**src/rtl/rv32i_inst_encoder_if.sv**
```systemverilog
// ---------------------------------------------------------------------------
// rv32i_inst_encoder_if
// Request/response stream bundle for the RV32I instruction encoder.
//   Request side : in_valid/in_ready handshake carrying the decoded-style
//                  fields in_kind, in_alu_ctrl, in_branch, in_ls_type,
//                  in_rs1, in_rs2, in_rd, in_imm.
//   Response side: out_valid/out_ready handshake carrying out_inst, out_last
//                  and out_err.
// Modports:
//   master - the stimulus source and the word consumer (drives requests and
//            out_ready).
//   slave  - the encoder itself.
// ---------------------------------------------------------------------------
interface rv32i_inst_encoder_if;
   logic        in_valid;
   logic        in_ready;
   logic [3:0]  in_kind;
   logic [3:0]  in_alu_ctrl;
   logic [2:0]  in_branch;
   logic [3:0]  in_ls_type;
   logic [4:0]  in_rs1;
   logic [4:0]  in_rs2;
   logic [4:0]  in_rd;
   logic [31:0] in_imm;

   logic        out_valid;
   logic        out_ready;
   logic [31:0] out_inst;
   logic        out_last;
   logic        out_err;

   modport master (
      output in_valid, in_kind, in_alu_ctrl, in_branch, in_ls_type,
             in_rs1, in_rs2, in_rd, in_imm, out_ready,
      input  in_ready, out_valid, out_inst, out_last, out_err
   );

   modport slave (
      input  in_valid, in_kind, in_alu_ctrl, in_branch, in_ls_type,
             in_rs1, in_rs2, in_rd, in_imm, out_ready,
      output in_ready, out_valid, out_inst, out_last, out_err
   );
endinterface

```
**src/rtl/rv32i_inst_encoder.sv**
```systemverilog
// ---------------------------------------------------------------------------
// rv32i_inst_encoder
// Packs decoded-style fields into 32-bit RV32I instruction words, one word
// per cycle, with LI expanded into LUI (+ ADDI when the low part is nonzero).
// Illegal requests come out as NOP_WORD with out_err set.
// Ports:
//   clk - clock
//   rst - synchronous active-high reset
//   bus - rv32i_inst_encoder_if.slave: request stream in, word stream out
// Optional build macro:
//   ENC_IMM_CHECK_EN - when defined, out-of-range immediates are rejected
//                      (NOP_WORD, out_err=1) instead of being truncated.
// ---------------------------------------------------------------------------
module rv32i_inst_encoder #(
   parameter logic [31:0] NOP_WORD = 32'h0000_0000
) (
   input  logic                 clk,
   input  logic                 rst,
   rv32i_inst_encoder_if.slave  bus
);

   typedef enum logic [1:0] {S_IDLE, S_EMIT, S_EMIT2} state_t;

   localparam logic [6:0] OP_R      = 7'b0110011;
   localparam logic [6:0] OP_I      = 7'b0010011;
   localparam logic [6:0] OP_LOAD   = 7'b0000011;
   localparam logic [6:0] OP_STORE  = 7'b0100011;
   localparam logic [6:0] OP_BRANCH = 7'b1100011;
   localparam logic [6:0] OP_JAL    = 7'b1101111;
   localparam logic [6:0] OP_JALR   = 7'b1100111;
   localparam logic [6:0] OP_LUI    = 7'b0110111;
   localparam logic [6:0] OP_AUIPC  = 7'b0010111;

   localparam logic [3:0] K_R = 4'd0, K_I = 4'd1, K_LOAD = 4'd2, K_STORE = 4'd3,
                          K_BRANCH = 4'd4, K_JAL = 4'd5, K_JALR = 4'd6, K_LUI = 4'd7,
                          K_AUIPC = 4'd8, K_LI = 4'd9, K_NOP = 4'd10;
   localparam logic [3:0] ALU_SUB = 4'b0001;

   state_t      r_state;
   logic        r_valid;
   logic        r_last;
   logic        r_err;
   logic [31:0] r_inst;
   logic [4:0]  r_pend_rd;   // rd of an LI whose ADDI is still owed
   logic [11:0] r_pend_lo;   // low 12 bits of that LI

   logic [31:0] w_imm;
   logic [4:0]  w_rs1, w_rs2, w_rd;
   logic [3:0]  w_ls;
   logic [2:0]  w_br;
   logic [2:0]  w_alu_f3;
   logic [6:0]  w_alu_f7;
   logic        w_alu_ok;
   logic        w_is_shift;
   logic        w_fits12;
   logic [19:0] w_li_hi;
   logic [31:0] w_word;
   logic        w_code_bad;
   logic        w_imm_bad;
   logic        w_err;
   logic        w_last;
   logic        w_in_ready;
   logic        w_accept;
   logic        w_out_fire;

   assign w_imm = bus.in_imm;
   assign w_rs1 = bus.in_rs1;
   assign w_rs2 = bus.in_rs2;
   assign w_rd  = bus.in_rd;
   assign w_ls  = bus.in_ls_type;
   assign w_br  = bus.in_branch;

   assign w_fits12 = (w_imm[31:11] == '0) | (w_imm[31:11] == '1);
   // (imm + 0x800)[31:12] without a 32-bit adder: the rounding carry only
   // ever enters at bit 12, and the sum wraps naturally at 20 bits.
   assign w_li_hi  = w_imm[31:12] + {19'd0, w_imm[11]};

   // ALU control -> funct3/funct7, shared by R and I formats.
   // NOTE: every signal written in an always_comb gets a default first;
   // a path that leaves one unassigned would infer a latch.
   always_comb begin
      w_alu_f3   = 3'b000;
      w_alu_f7   = 7'b0000000;
      w_alu_ok   = 1'b1;
      w_is_shift = 1'b0;
      case (bus.in_alu_ctrl)
         4'b0000: w_alu_f3 = 3'b000;
         4'b0001: w_alu_f7 = 7'b0100000;
         4'b0010: w_alu_f3 = 3'b111;
         4'b0011: w_alu_f3 = 3'b110;
         4'b0100: w_alu_f3 = 3'b100;
         4'b0101: begin w_alu_f3 = 3'b001; w_is_shift = 1'b1; end
         4'b0110: w_alu_f3 = 3'b010;
         4'b0111: w_alu_f3 = 3'b011;
         4'b1000: begin w_alu_f3 = 3'b101; w_is_shift = 1'b1; end
         4'b1001: begin w_alu_f3 = 3'b101; w_alu_f7 = 7'b0100000; w_is_shift = 1'b1; end
         default: w_alu_ok = 1'b0;
      endcase
   end

`ifdef ENC_IMM_CHECK_EN
   always_comb begin
      w_imm_bad = 1'b0;
      case (bus.in_kind)
         K_I:                     w_imm_bad = w_is_shift ? (w_imm[11:5] != 7'd0) : !w_fits12;
         K_LOAD, K_STORE, K_JALR: w_imm_bad = !w_fits12;
         K_BRANCH: w_imm_bad = !((w_imm[31:12] == '0) | (w_imm[31:12] == '1)) | w_imm[0];
         K_JAL:    w_imm_bad = !((w_imm[31:20] == '0) | (w_imm[31:20] == '1)) | w_imm[0];
         K_LUI, K_AUIPC:          w_imm_bad = (w_imm[11:0] != 12'd0);
         default:                 w_imm_bad = 1'b0;
      endcase
   end
`else
   assign w_imm_bad = 1'b0;
`endif

   // Word for the incoming request (first word for a two-word LI).
   always_comb begin
      w_word     = NOP_WORD;
      w_code_bad = 1'b0;
      w_last     = 1'b1;
      case (bus.in_kind)
         K_R: begin
            w_code_bad = !w_alu_ok;
            w_word     = {w_alu_f7, w_rs2, w_rs1, w_alu_f3, w_rd, OP_R};
         end
         K_I: begin
            w_code_bad = !w_alu_ok | (bus.in_alu_ctrl == ALU_SUB);
            if (w_is_shift) w_word = {w_alu_f7, w_imm[4:0], w_rs1, w_alu_f3, w_rd, OP_I};
            else            w_word = {w_imm[11:0], w_rs1, w_alu_f3, w_rd, OP_I};
         end
         K_LOAD: begin
            // Legal even codes map to funct3 {ls[3], ls[2:1]}; the rest are holes.
            w_code_bad = w_ls[0] | (w_ls[2:1] == 2'b11) | (w_ls[3] & w_ls[2]);
            w_word     = {w_imm[11:0], w_rs1, {w_ls[3], w_ls[2:1]}, w_rd, OP_LOAD};
         end
         K_STORE: begin
            w_code_bad = !w_ls[0] | w_ls[3] | (w_ls[2:1] == 2'b11);
            w_word     = {w_imm[11:5], w_rs2, w_rs1, {1'b0, w_ls[2:1]}, w_imm[4:0], OP_STORE};
         end
         K_BRANCH: begin
            w_code_bad = (w_br[2:1] == 2'b01);
            w_word     = {w_imm[12], w_imm[10:5], w_rs2, w_rs1, w_br, w_imm[4:1], w_imm[11], OP_BRANCH};
         end
         K_JAL:   w_word = {w_imm[20], w_imm[10:1], w_imm[11], w_imm[19:12], w_rd, OP_JAL};
         K_JALR:  w_word = {w_imm[11:0], w_rs1, 3'b000, w_rd, OP_JALR};
         K_LUI:   w_word = {w_imm[31:12], w_rd, OP_LUI};
         K_AUIPC: w_word = {w_imm[31:12], w_rd, OP_AUIPC};
         K_LI: begin
            if (w_fits12) begin
               w_word = {w_imm[11:0], 5'd0, 3'b000, w_rd, OP_I};
            end else begin
               w_word = {w_li_hi, w_rd, OP_LUI};
               w_last = (w_imm[11:0] == 12'd0);
            end
         end
         K_NOP:   w_word = NOP_WORD;
         default: w_code_bad = 1'b1;
      endcase
      w_err = w_code_bad | w_imm_bad;
      if (w_err) begin
         w_word = NOP_WORD;
         w_last = 1'b1;
      end
   end

   // A new request may only overlap the final word of the previous one.
   assign w_in_ready = (r_state == S_IDLE) |
                       ((r_state == S_EMIT) & bus.out_ready & r_last);
   assign w_accept   = bus.in_valid & w_in_ready;
   assign w_out_fire = r_valid & bus.out_ready;

   // NOTE: state registers use non-blocking assignments so every flop in
   // this block samples pre-edge values, independent of statement order.
   always_ff @(posedge clk) begin
      if (rst) begin
         r_state   <= S_IDLE;
         r_valid   <= 1'b0;
         r_inst    <= 32'd0;
         r_last    <= 1'b0;
         r_err     <= 1'b0;
         r_pend_rd <= 5'd0;
         r_pend_lo <= 12'd0;
      end else if (w_accept) begin
         r_state   <= S_EMIT;
         r_valid   <= 1'b1;
         r_inst    <= w_word;
         r_last    <= w_last;
         r_err     <= w_err;
         r_pend_rd <= w_rd;
         r_pend_lo <= w_imm[11:0];
      end else if (w_out_fire) begin
         if ((r_state == S_EMIT) && !r_last) begin
            // LUI just left: follow with ADDI rd,rd,lo.
            r_state <= S_EMIT2;
            r_inst  <= {r_pend_lo, r_pend_rd, 3'b000, r_pend_rd, OP_I};
            r_last  <= 1'b1;
            r_err   <= 1'b0;
         end else begin
            r_state <= S_IDLE;
            r_valid <= 1'b0;
         end
      end
   end

   assign bus.in_ready  = w_in_ready;
   assign bus.out_valid = r_valid;
   assign bus.out_inst  = r_inst;
   assign bus.out_last  = r_last;
   assign bus.out_err   = r_err;

endmodule

```
**src/flat_wrapper.sv**
```systemverilog
// flat-port wrapper written by rule: the top's interface ports become plain ports
module rv32i_inst_encoder_flat 
#(
   parameter logic [31:0] NOP_WORD = 32'h0000_0000
)
  (clk, rst, bus_in_valid, bus_in_kind, bus_in_alu_ctrl, bus_in_branch, bus_in_ls_type, bus_in_rs1, bus_in_rs2, bus_in_rd, bus_in_imm, bus_out_ready, bus_in_ready, bus_out_valid, bus_out_inst, bus_out_last, bus_out_err);
  rv32i_inst_encoder_if bus_i ();
  input  logic clk;
  input  logic rst;
  input wire logic [$bits(bus_i.in_valid)-1:0] bus_in_valid;
  input wire logic [$bits(bus_i.in_kind)-1:0] bus_in_kind;
  input wire logic [$bits(bus_i.in_alu_ctrl)-1:0] bus_in_alu_ctrl;
  input wire logic [$bits(bus_i.in_branch)-1:0] bus_in_branch;
  input wire logic [$bits(bus_i.in_ls_type)-1:0] bus_in_ls_type;
  input wire logic [$bits(bus_i.in_rs1)-1:0] bus_in_rs1;
  input wire logic [$bits(bus_i.in_rs2)-1:0] bus_in_rs2;
  input wire logic [$bits(bus_i.in_rd)-1:0] bus_in_rd;
  input wire logic [$bits(bus_i.in_imm)-1:0] bus_in_imm;
  input wire logic [$bits(bus_i.out_ready)-1:0] bus_out_ready;
  output wire logic [$bits(bus_i.in_ready)-1:0] bus_in_ready;
  output wire logic [$bits(bus_i.out_valid)-1:0] bus_out_valid;
  output wire logic [$bits(bus_i.out_inst)-1:0] bus_out_inst;
  output wire logic [$bits(bus_i.out_last)-1:0] bus_out_last;
  output wire logic [$bits(bus_i.out_err)-1:0] bus_out_err;
  assign bus_i.in_valid = bus_in_valid;
  assign bus_i.in_kind = bus_in_kind;
  assign bus_i.in_alu_ctrl = bus_in_alu_ctrl;
  assign bus_i.in_branch = bus_in_branch;
  assign bus_i.in_ls_type = bus_in_ls_type;
  assign bus_i.in_rs1 = bus_in_rs1;
  assign bus_i.in_rs2 = bus_in_rs2;
  assign bus_i.in_rd = bus_in_rd;
  assign bus_i.in_imm = bus_in_imm;
  assign bus_i.out_ready = bus_out_ready;
  assign bus_in_ready = bus_i.in_ready;
  assign bus_out_valid = bus_i.out_valid;
  assign bus_out_inst = bus_i.out_inst;
  assign bus_out_last = bus_i.out_last;
  assign bus_out_err = bus_i.out_err;
  rv32i_inst_encoder #(.NOP_WORD(NOP_WORD)) u_core (.clk(clk), .rst(rst), .bus(bus_i));
endmodule
```
**config.mk**
```make
export PLATFORM = sky130hd
export DESIGN_NAME = rv32i_inst_encoder_flat
export DESIGN_NICKNAME = d
export VERILOG_FILES = /design/src/rtl/rv32i_inst_encoder_if.sv /design/src/rtl/rv32i_inst_encoder.sv /design/src/flat_wrapper.sv
export SDC_FILE = /design/constraint.sdc
export NUM_CORES = 1
export LEC_CHECK = 0
export CAP_MARGIN = 30
export CORE_AREA = 4 4 128 100
export CTS_CLUSTER_DIAMETER = 100
export DETAILED_ROUTE_END_ITERATION = 8
export DIE_AREA = 0 0 132 104
export HOLD_SLACK_MARGIN = 0.02
export PLACE_DENSITY_LB_ADDON = 0.2
export SLEW_MARGIN = 5
export SYNTH_ARGS = -nofsm -noshare
export SYNTH_HDL_FRONTEND = slang
export SYNTH_SLANG_ARGS = --single-unit
```
**constraint.sdc**
```tcl
create_clock -name clk -period 2.05 [get_ports clk]
set_clock_uncertainty 0.1 [all_clocks]
set_input_delay 0.3075 -clock clk [delete_from_list [all_inputs] [get_ports clk]]
set_output_delay 0.3075 -clock clk [all_outputs]
set_load 0.01 [all_outputs]
```
==> impl_metrics.json <==
{
  "clock_latency_ns": 0.30,
  "worstSetupPathType": "primary input to output port",
  "power_density_mw_per_mm2": 505.9,
  "critPathMaxFanout": 3,
  "cp.required_ns": 1.64,
  "max_slew.worst_pin.slew_ns": 0.4556,
  "rsz0062_at_grt": "no",
  "io_pins": 102,
  "grt_antenna_before_repair": 0,
  "synth_area_leader_cell": "dfxtp_1",
  "setup_violations": 0,
  "cp_data_arrival_time_ns": 1.56,
  "die_h_um": 104,
  "vdd_drop_max_uv": 371.9,
  "synthDistinctLibCells": 67,
  "met2_usage_pct": 33.97,
  "syn2layout_area_growth_pct": 65.32,
  "grt.busiest_layer": "met2",
  "fillers": 1073,
  "cts_tree": "yes",
  "nets": 793,
  "num_rows": 34,
  "slew_headroom_pct": 69.34,
  "dr.pass1.iters": 5,
  "min_path_type": "primary input to flip-flop",
  "vias": 4837,
  "finalMaxSlewViolations": 0,
  "clkSlewWorstSetupHoldPaths_ns": 0.07,
  "finalPower_mw": 3.126,
  "start_util_pct": 32.66,
  "synth_nets": 578,
  "num_antenna_cells": 0,
  "dieWidth_um": 132,
  "die_area_mm2": 0.01373,
  "drv_cap": 0,
  "crit_path_end_kind": "output port",
  "wl_per_cell_um": 18.24,
  "synth_top_area_share_pct": 28.39,
  "drt_wl_total_um": 15850,
  "yosysMostFrequentCell": "nand2_1",
  "whs_ns": 0.3544,
  "clockBufferDepth": 2,
  "avgSynthCellArea_um2": 7.343,
  "status": "complete, no violations",
  "drc_errors": 0,
  "cts-root-buf": "clkbuf_16",
  "finalHoldViolCount": 0,
  "met1_usage_pct": 31.54,
  "hpwl_um": 12390,
  "start_kind": "primary input",
  "finalCritPeriodShare_pct": 96.11,
  "ys_top_cells_by_count": "78 x nand2_1, 62 x a21oi_1, 53 x dfxtp_1",
  "grt_start_max_net_pins": 38,
  "initialDrtViolationCount": 421,
  "drive_gt1_share_pct": 26.62,
  "track_usage_pct": 22.11,
  "grt_pass1_vias": 4713,
  "grt_overflow": 0,
  "fmax_ghz": 0.5075,
  "netlist_instances": 509,
  "ys_seq_elements": 53,
  "met3_usage_pct": 4.014,
  "place_congestion": 0.8842,
  "min_period_ns": 1.970,
  "ys_top_cells_by_area": "dfxtp_1 28%, a21oi_1 8.3%, nand2_1 7.8%",
  "postRouteAntennaNets": 0,
  "synth_edf_count": 0,
  "yosysWarnings": 0,
  "synth-seq-area-share_pct": 28.39,
  "vias_per_cell": 5.566,
  "clock-sinks": 53,
  "leakage_nw": 2.489,
  "port_buffers": 101,
  "netlist_area_mm2": 0.003737,
  "core_area_mm2": 0.01144,
  "synthFlopType": "dfxtp_1",
  "async_reset_ff_share_pct": 0,
  "grt_pass1_wl_um": 24690,
  "cts_buffers": 5,
  "htreeDepth": 2
}
-- kinds of logic (layout without fill, tap and decap cells) --
kind of cell	count (synthesis)	count (layout)	share of synthesized area, %
AOI/OAI and AO/OA	192	192	33.68
xor gates and xnor gates	18	18	4.218
adders and majority gates	3	3	1.004
buffers and inverters	45	261	5.557
DFF	53	53	28.39
muxes	6	6	1.640
and+or+nand+nor	192	192	25.51
-- critical path, cell delays in order --
cell and delay (ns):
clkdlybuf4s50_1 0.45, a21bo_2 0.26, buf_4 0.14, and2_1 0.14, dlygate4sd2_1 0.27
-- stage by stage --
stage	worst slack [ns]	setup TNS, ns	utilization (%)	cells	cell area, µm²
final	0.07965	0	53.99	869	6178
after global routing	0.002463	0	53.99	869	6178
after CTS	-0.02970	-0.02970	52.91	866	6055
after detailed placement	-0.6408	-13.70	50.78	856	5811
after global placement	-0.6544	-12.90	50.78	856	5811
after floorplan	0.09306	0	-	509	3737
-- layout make-up --
type / count / area (µm²) / area share (%)
Clock inverter: 3 / 26.28 / 0.4253
Tap cell: 144 / 180.2 / 2.916
Inverter: 7 / 26.28 / 0.4253
Timing Repair Buffer: 246 / 2130 / 34.47
Clock buffer: 5 / 125.1 / 2.025
Multi-Input combinational cell: 411 / 2630 / 42.57
Sequential cell: 53 / 1061 / 17.17
-- power breakdown --
| group | internal, mW | total (mW) | leakage [nW] | switching (mW) |
|---|---|---|---|---|
| Combinational | 0.554 | 1.08 | 1.99 | 0.527 |
| Sequential | 1.10 | 1.15 | 0.435 | 0.0459 |
| Clock | 0.463 | 0.896 | 0.0680 | 0.433 |
-- final timing paths --
check / cells past startpoint / end / startpoint / slack, ns
setup reg to reg: 8 / u_core.bus.out_inst[26]$_SDFFE_PP0P_ / u_core.bus.out_last$_SDFFE_PP0P_ / 0.22
hold reg to reg: 2 / u_core.r_pend_rd[1]$_SDFFE_PP0P_ / u_core.r_pend_rd[1]$_SDFFE_PP0P_ / 0.35
setup / recovery: 5 / bus_in_ready / bus_out_ready / 0.08
hold / removal: 4 / u_core.r_pend_lo[11]$_SDFFE_PP0P_ / bus_in_imm[11] / 0.35
-- layout by cell type, fill, tap and decap left out, types with 3 or more instances in the layout --
| cell type | count |
|---|---|
| buf_4 | 133 |
| nand2_1 | 77 |
| clkdlybuf4s50_1 | 74 |
| a21oi_1 | 61 |
| dfxtp_1 | 53 |
| o21ai_0 | 42 |
| nor2_1 | 25 |
| dlygate4sd2_1 | 19 |
| nand3_1 | 14 |
| xnor2_1 | 12 |
| nand2b_1 | 9 |
| nor2b_1 | 9 |
| nor3_1 | 9 |
| buf_6 | 9 |
| a22oi_1 | 8 |
| o211ai_1 | 8 |
| inv_1 | 7 |
| o21ai_1 | 7 |
| dlymetal6s2s_1 | 7 |
| nand4_1 | 6 |
| xor2_1 | 6 |
| a22o_1 | 5 |
| and3_1 | 5 |
| mux2i_1 | 5 |
| a211oi_1 | 5 |
| clkbuf_16 | 5 |
| and2_1 | 4 |
| a31oi_1 | 4 |
| a221oi_2 | 4 |
| a21o_1 | 4 |
| o211a_1 | 4 |
| nor4_2 | 3 |
| o22ai_1 | 3 |
| nor4_1 | 3 |
| a32oi_1 | 3 |
| a221oi_1 | 3 |
| o221a_2 | 3 |
-- routing by layer --
layer,routed length (µm),vias to the layer above
li1,-,2317
met4,352,0
met5,0,-
met2,6917,220
met3,1154,30
met1,7422,2270
-- state kept, by name, summed over array words and instances, names as in the netlist --
register,cells
u_core.bus.out_last,1
u_core.r_pend_lo,12
u_core.r_pend_rd,5
u_core.bus.out_inst,31
u_core.bus.out_err,1
u_core.bus.out_valid,1
u_core.r_state,2
-- what timing repair did --
action,in CTS,in global routing
endpoints found under the setup margin,29,32
gates resized for setup,49,30
gates cloned,1,2
hold buffers,0,0
pin swaps,10,14
buffers inserted,1,1
Note: power is estimated with default switching activity, not from simulation.
